==> src/rtl/hazard_unit_if.sv <==
// Pipeline-to-hazard-unit bundle: register indices and controls in,
// forwarding selects, stall/flush and multi-cycle status out.
interface hazard_unit_if;
  logic [4:0] rs1D, rs2D;
  logic [4:0] rs1E, rs2E, rdE;
  logic [1:0] ResultSrcE;
  logic       PCSrcE;
  logic       MdValidE;
  logic [4:0] rdM;
  logic       RegWriteM;
  logic [4:0] rdW;
  logic       RegWriteW;
  logic [1:0] ForwardAE, ForwardBE;
  logic       StallF, StallD, StallE;
  logic       FlushD, FlushE;
  logic       MdStartE, MdDoneE, MdBusyE;

  modport master (
    output rs1D, rs2D, rs1E, rs2E, rdE, ResultSrcE, PCSrcE, MdValidE,
           rdM, RegWriteM, rdW, RegWriteW,
    input  ForwardAE, ForwardBE, StallF, StallD, StallE, FlushD, FlushE,
           MdStartE, MdDoneE, MdBusyE
  );

  modport slave (
    input  rs1D, rs2D, rs1E, rs2E, rdE, ResultSrcE, PCSrcE, MdValidE,
           rdM, RegWriteM, rdW, RegWriteW,
    output ForwardAE, ForwardBE, StallF, StallD, StallE, FlushD, FlushE,
           MdStartE, MdDoneE, MdBusyE
  );
endinterface

==> src/rtl/hazard_unit.sv <==
// Pipeline hazard unit: operand forwarding, load-use stall, branch flush
// and a multi-cycle (mul/div) occupancy sequencer that holds E.
//
// state | meaning
// IDLE  | no multi-cycle op in E; a new MdValidE starts one
// BUSY  | op in flight; cnt counts down to its final cycle (cnt==1)
module hazard_unit #(
  parameter int MD_LATENCY = 4
) (
  input logic          clk,
  input logic          reset,
  hazard_unit_if.slave hz
);
  typedef enum logic {IDLE, BUSY} state_t;

  localparam logic [3:0] CNT_START = 4'(MD_LATENCY - 1);

  state_t     state;
  logic [3:0] cnt;
  logic       lw_stall;
  logic       md_stall;
  logic       md_start;
  logic       md_done;

  function automatic logic [1:0] fwd_sel(input logic [4:0] rs,
                                         input logic       wr_m,
                                         input logic [4:0] rd_m,
                                         input logic       wr_w,
                                         input logic [4:0] rd_w);
    if (wr_m && (rd_m != 5'd0) && (rd_m == rs))      return 2'b10;
    else if (wr_w && (rd_w != 5'd0) && (rd_w == rs)) return 2'b01;
    else                                              return 2'b00;
  endfunction

  always_comb begin
    hz.ForwardAE = fwd_sel(hz.rs1E, hz.RegWriteM, hz.rdM, hz.RegWriteW, hz.rdW);
    hz.ForwardBE = fwd_sel(hz.rs2E, hz.RegWriteM, hz.rdM, hz.RegWriteW, hz.rdW);
  end

  always_comb begin
    lw_stall = (hz.ResultSrcE == 2'b01) && (hz.rdE != 5'd0) &&
               ((hz.rdE == hz.rs1D) || (hz.rdE == hz.rs2D));
    md_start = (state == IDLE) && hz.MdValidE;
    md_done  = (state == BUSY) && (cnt == 4'd1);
    md_stall = md_start || ((state == BUSY) && (cnt != 4'd1));
  end

  // mdStall dominates: while it is high, branch and load-use are masked.
  always_comb begin
    hz.StallE   = md_stall;
    hz.StallF   = md_stall | (lw_stall & ~hz.PCSrcE);
    hz.StallD   = md_stall | (lw_stall & ~hz.PCSrcE);
    hz.FlushD   = hz.PCSrcE & ~md_stall;
    hz.FlushE   = ~md_stall & (hz.PCSrcE | lw_stall);
    hz.MdStartE = md_start;
    hz.MdDoneE  = md_done;
    hz.MdBusyE  = (state == BUSY);
  end

  always_ff @(posedge clk or negedge reset) begin
    if (!reset) begin
      state <= IDLE;
      cnt   <= 4'd0;
    end else begin
      case (state)
        IDLE: begin
          if (hz.MdValidE) begin
            state <= BUSY;
            cnt   <= CNT_START;
          end
        end
        BUSY: begin
          // MdValidE is ignored here; the op always runs to completion.
          if (cnt == 4'd1) begin
            state <= IDLE;
            cnt   <= 4'd0;
          end else begin
            cnt <= cnt - 4'd1;
          end
        end
        default: begin
          state <= IDLE;
          cnt   <= 4'd0;
        end
      endcase
    end
  end
endmodule

==> src/flat_wrapper.sv <==
// flat-port wrapper written by rule: the top's interface ports become plain ports
module hazard_unit_flat 
#(
  parameter int MD_LATENCY = 4
)
  (clk, reset, hz_rs1D, hz_rs2D, hz_rs1E, hz_rs2E, hz_rdE, hz_ResultSrcE, hz_PCSrcE, hz_MdValidE, hz_rdM, hz_RegWriteM, hz_rdW, hz_RegWriteW, hz_ForwardAE, hz_ForwardBE, hz_StallF, hz_StallD, hz_StallE, hz_FlushD, hz_FlushE, hz_MdStartE, hz_MdDoneE, hz_MdBusyE);
  hazard_unit_if hz_i ();
  input logic clk;
  input logic reset;
  input wire logic [$bits(hz_i.rs1D)-1:0] hz_rs1D;
  input wire logic [$bits(hz_i.rs2D)-1:0] hz_rs2D;
  input wire logic [$bits(hz_i.rs1E)-1:0] hz_rs1E;
  input wire logic [$bits(hz_i.rs2E)-1:0] hz_rs2E;
  input wire logic [$bits(hz_i.rdE)-1:0] hz_rdE;
  input wire logic [$bits(hz_i.ResultSrcE)-1:0] hz_ResultSrcE;
  input wire logic [$bits(hz_i.PCSrcE)-1:0] hz_PCSrcE;
  input wire logic [$bits(hz_i.MdValidE)-1:0] hz_MdValidE;
  input wire logic [$bits(hz_i.rdM)-1:0] hz_rdM;
  input wire logic [$bits(hz_i.RegWriteM)-1:0] hz_RegWriteM;
  input wire logic [$bits(hz_i.rdW)-1:0] hz_rdW;
  input wire logic [$bits(hz_i.RegWriteW)-1:0] hz_RegWriteW;
  output wire logic [$bits(hz_i.ForwardAE)-1:0] hz_ForwardAE;
  output wire logic [$bits(hz_i.ForwardBE)-1:0] hz_ForwardBE;
  output wire logic [$bits(hz_i.StallF)-1:0] hz_StallF;
  output wire logic [$bits(hz_i.StallD)-1:0] hz_StallD;
  output wire logic [$bits(hz_i.StallE)-1:0] hz_StallE;
  output wire logic [$bits(hz_i.FlushD)-1:0] hz_FlushD;
  output wire logic [$bits(hz_i.FlushE)-1:0] hz_FlushE;
  output wire logic [$bits(hz_i.MdStartE)-1:0] hz_MdStartE;
  output wire logic [$bits(hz_i.MdDoneE)-1:0] hz_MdDoneE;
  output wire logic [$bits(hz_i.MdBusyE)-1:0] hz_MdBusyE;
  assign hz_i.rs1D = hz_rs1D;
  assign hz_i.rs2D = hz_rs2D;
  assign hz_i.rs1E = hz_rs1E;
  assign hz_i.rs2E = hz_rs2E;
  assign hz_i.rdE = hz_rdE;
  assign hz_i.ResultSrcE = hz_ResultSrcE;
  assign hz_i.PCSrcE = hz_PCSrcE;
  assign hz_i.MdValidE = hz_MdValidE;
  assign hz_i.rdM = hz_rdM;
  assign hz_i.RegWriteM = hz_RegWriteM;
  assign hz_i.rdW = hz_rdW;
  assign hz_i.RegWriteW = hz_RegWriteW;
  assign hz_ForwardAE = hz_i.ForwardAE;
  assign hz_ForwardBE = hz_i.ForwardBE;
  assign hz_StallF = hz_i.StallF;
  assign hz_StallD = hz_i.StallD;
  assign hz_StallE = hz_i.StallE;
  assign hz_FlushD = hz_i.FlushD;
  assign hz_FlushE = hz_i.FlushE;
  assign hz_MdStartE = hz_i.MdStartE;
  assign hz_MdDoneE = hz_i.MdDoneE;
  assign hz_MdBusyE = hz_i.MdBusyE;
  hazard_unit #(.MD_LATENCY(MD_LATENCY)) u_core (.clk(clk), .reset(reset), .hz(hz_i));
endmodule
==> config.mk <==
export PLATFORM = sky130hd
export DESIGN_NAME = hazard_unit_flat
export DESIGN_NICKNAME = d
export VERILOG_FILES = /design/src/rtl/hazard_unit_if.sv /design/src/rtl/hazard_unit.sv /design/src/flat_wrapper.sv
export SDC_FILE = /design/constraint.sdc
export NUM_CORES = 1
export LEC_CHECK = 0
export ABC_AREA = 1
export CAP_MARGIN = 20
export CORE_MARGIN = 2
export CORE_UTILIZATION = 38
export DETAILED_ROUTE_END_ITERATION = 16
export PLACE_DENSITY = 0.95
export SETUP_SLACK_MARGIN = 0.5
export SKIP_LAST_GASP = 1
export SLEW_MARGIN = 10
export SYNTH_ARGS = -nofsm -noshare
export SYNTH_HDL_FRONTEND = slang
export SYNTH_SLANG_ARGS = --single-unit
==> constraint.sdc <==
create_clock -name clk -period 4.3 [get_ports clk]
set_input_delay 1.29 -clock clk [delete_from_list [all_inputs] [get_ports clk]]
set_output_delay 1.29 -clock clk [all_outputs]
set_load 0.02 [all_outputs]
==> out/results.tsv <==
metric	value	unit
ys_dominant_reg_cell	sky130_fd_sc_hd__dfrtp_1	
power.leakage	0.889	nW
hold_start	u_core.cnt[0]$_DFFE_PN0P_	
timing.setup.tns	0	ns
synth_edf_count	0	
synthArstFlopShare	1.00	
crit-reg2reg-capture	u_core.cnt[3]$_DFFE_PN0P_	
worstRegToRegCells	5	
pin_count_of_the_biggest_net_entering_global_routing	8	
postSynthRegisterBits	5	
fp.dieH	49.9	µm
core_region_area	0.00198	mm²
finalNetCount	232	
hold_path_class	register to register	
areaGrowthSynthToFinish	80.8	%
grt_first_pass_wirelength	3820	µm
highest_fanout_seen_on_the_critical_path	2	
final_cell_mix	sky130_fd_sc_hd__nand2_1 (31), sky130_fd_sc_hd__dlymetal6s2s_1 (24), sky130_fd_sc_hd__inv_1 (21), sky130_fd_sc_hd__xnor2_1 (18), sky130_fd_sc_hd__clkdlybuf4s50_1 (18)	
netlist_instances	129	
whs_endpoint	u_core.cnt[0]$_DFFE_PN0P_	
status	finished, final reports clean	
post-route-drc-count	0	
share_of_final_layout_standard_cells_stronger_than_drive_strength_1	0.124	
vdd_ir_drop_max	0.235	mV
power_dens_cells	310	mW/mm²
clkLatencyLatePin	0.23	ns
grtUsageMet2	0.396	
globalRoute.totalOverflow	0	
worst_hold_slack	0.575	ns
ys_seq_area_frac	0.156	
routed_vias	980	
syn_nets	174	
report.final.slew_viol_count	0	
report.final.hold_viol_count	0	
gr-usage-met1	0.196	
gr-usage-all-layers	0.190	
drtIter0Drc	15	
io_pins	55	
finalInstanceArea	0.00145	mm²
clock-sinks	5	
hold_path_depth	1	
met3_usage	0.00303	
cap_viol_max_count	0	
row_cnt	16	
timing.reg2reg.setup_slack	3.07	ns
clock_tree_from_tritoncts	yes	
post_cts.repair.setup_buffers	0	
gpl.final_weighted_congestion	0.855	
detailedRoute.firstPassIterationCount	4	
avgViaCountPerCell	4.60	
global_route.peak_usage_layer	met2	
initial_antenna_violation_count	0	
place_hpwl	2110	µm
port_buffers	54	
ctsHtreeMaxLevel	1	
clock-skew-final	0.00206	ns
cp_data_arrival_time	2.48	ns
fmaxAchievable	265	MHz
detail-route-antenna-nets	0	
placedInstanceArea	0.00137	mm²
data_required_time_at_the_worst_endpoint	3.01	ns
antennaDiodeCount	0	
wl_per_cell	11.0	µm
cts_inserted_buffers	3	
mostFrequentLayoutCell	sky130_fd_sc_hd__nand2_1	
timing.slew.headroom	0.815	
cp-start-kind	input port	
clk_pin_slew	0.04	ns
avgSynthCellArea	6.22	µm²
post_synth_instance_area	802	µm²
die_w	49.9	µm
clk_path_buf_depth	2	
worst_slew_pin_slew	0.278	ns
synth.lib_cells_used.distinct	20	
worstReg2RegStart	u_core.cnt[0]$_DFFE_PN0P_	
post-route-period-util	0.878	
routed_wl	2350	µm
first_global_vias	982	
worst-setup-path-type	input port to output pin	
clock-root-buffer	sky130_fd_sc_hd__clkbuf_4	
ys.warnings.count	0	
rsz0062_at_grt	false	
die_area	0.00249	mm²
finish.cell_count_without_fillers	213	
worstSetupEndpointType	output pin	
initial_core_util	0.405	
setup-violations-final	0	
finalWorstPathRequiredPeriod	3.77	ns
dp_cells	209	
final cells by class:
| cell class | count | area, µm² |
|---|---|---|
| multi-input combinational | 101 | 602 |
| timing repair buffer | 54 | 581 |
| fill | 151 | 532 |
| sequential | 5 | 125 |
| inverter | 22 | 82.6 |
| tap | 27 | 33.8 |
| clock buffer | 4 | 26.3 |
per-layer routing:
layer / vias up / share of wire
li1: 505 / -
met1: 446 / 0.37
met2: 25 / 0.58
met3: 4 / 0.026
met4: 0 / 0.018
met5: - / 0
cells in the mapped netlist, drive strengths merged, types with 2 or more instances:
cell   number  area share
inv        22        0.10
nand2      33        0.15
o21ai       5       0.036
xor2        6       0.066
nor2       20       0.097
nand3       7       0.044
dfrtp       5        0.16
xnor2      18        0.20
nor3        4       0.037
nand4       2       0.016
ha          2       0.031
worst max-delay path by stage:
stage	depth (start not counted)	startpoint	slack, ns	end
2_1_floorplan	4	hz_rs1E[1]	0.94	hz_ForwardAE[0]
3_3_place_gp	10	hz_rdE[4]	0.05	hz_StallD
3_5_place_dp	10	hz_rdE[4]	0.005	hz_StallD
4_1_cts	10	hz_rdE[2]	0.30	hz_StallD
5_1_grt	10	hz_rs2D[0]	0.50	hz_StallF
6_report	6	hz_rs1E[3]	0.53	hz_ForwardAE[0]
power breakdown:
part | total [W] | internal (W) | leakage (nW) | switching, W
Clock | 0.0000506 | 0.0000349 | 0.0150 | 0.0000158
Sequential | 0.0000964 | 0.0000690 | 0.0595 | 0.0000274
Combinational | 0.000303 | 0.000149 | 0.815 | 0.000155
Total | 0.000450 | 0.000252 | 0.889 | 0.000198
registers in the layout, summed over array words and instances, names as in the netlist:
| register | cells |
|---|---|
| u_core.cnt | 4 |
| u_core.hz.MdBusyE | 1 |
worst max-delay path, stage by stage:
cell and delay (ns):
sky130_fd_sc_hd__clkdlybuf4s50_1 0.53, sky130_fd_sc_hd__xnor2_1 0.14, sky130_fd_sc_hd__nand2_1 0.08, sky130_fd_sc_hd__nor3_2 0.22
sky130_fd_sc_hd__nor2_1 0.07, sky130_fd_sc_hd__buf_4 0.16
kinds of logic (layout without fill, tap and decap cells):
logic type / Yosys count / count (layout) / share of synthesized area
and+or+nand+nor: 68 / 68 / 0.373
buffers and inverters: 23 / 80 / 0.112
DFF: 5 / 5 / 0.156
adders and majority gates: 2 / 2 / 0.0312
xor gates and xnor gates: 24 / 24 / 0.262
AOI/OAI and AO/OA: 7 / 7 / 0.0655
through the flow:
| step | worst slack (ns) | power, W | util |
|---|---|---|---|
| after CTS | 0.301 | 0.000439 | 0.688 |
| after global placement | 0.0519 | 0.000389 | 0.691 |
| after global routing | 0.498 | 0.000486 | 0.732 |
| after detailed placement | 0.00483 | 0.000405 | 0.691 |
| after floorplan | 0.941 | 0.000267 | - |
| final | 0.525 | 0.000450 | 0.732 |
repair_timing:
action                                  4_1_cts  5_1_grt
pin swaps                                     1        7
endpoints found under the setup margin       10        9
gates resized for setup                      33       41
hold buffers                                  0        0
Note: power is estimated with default switching activity, not from simulation.
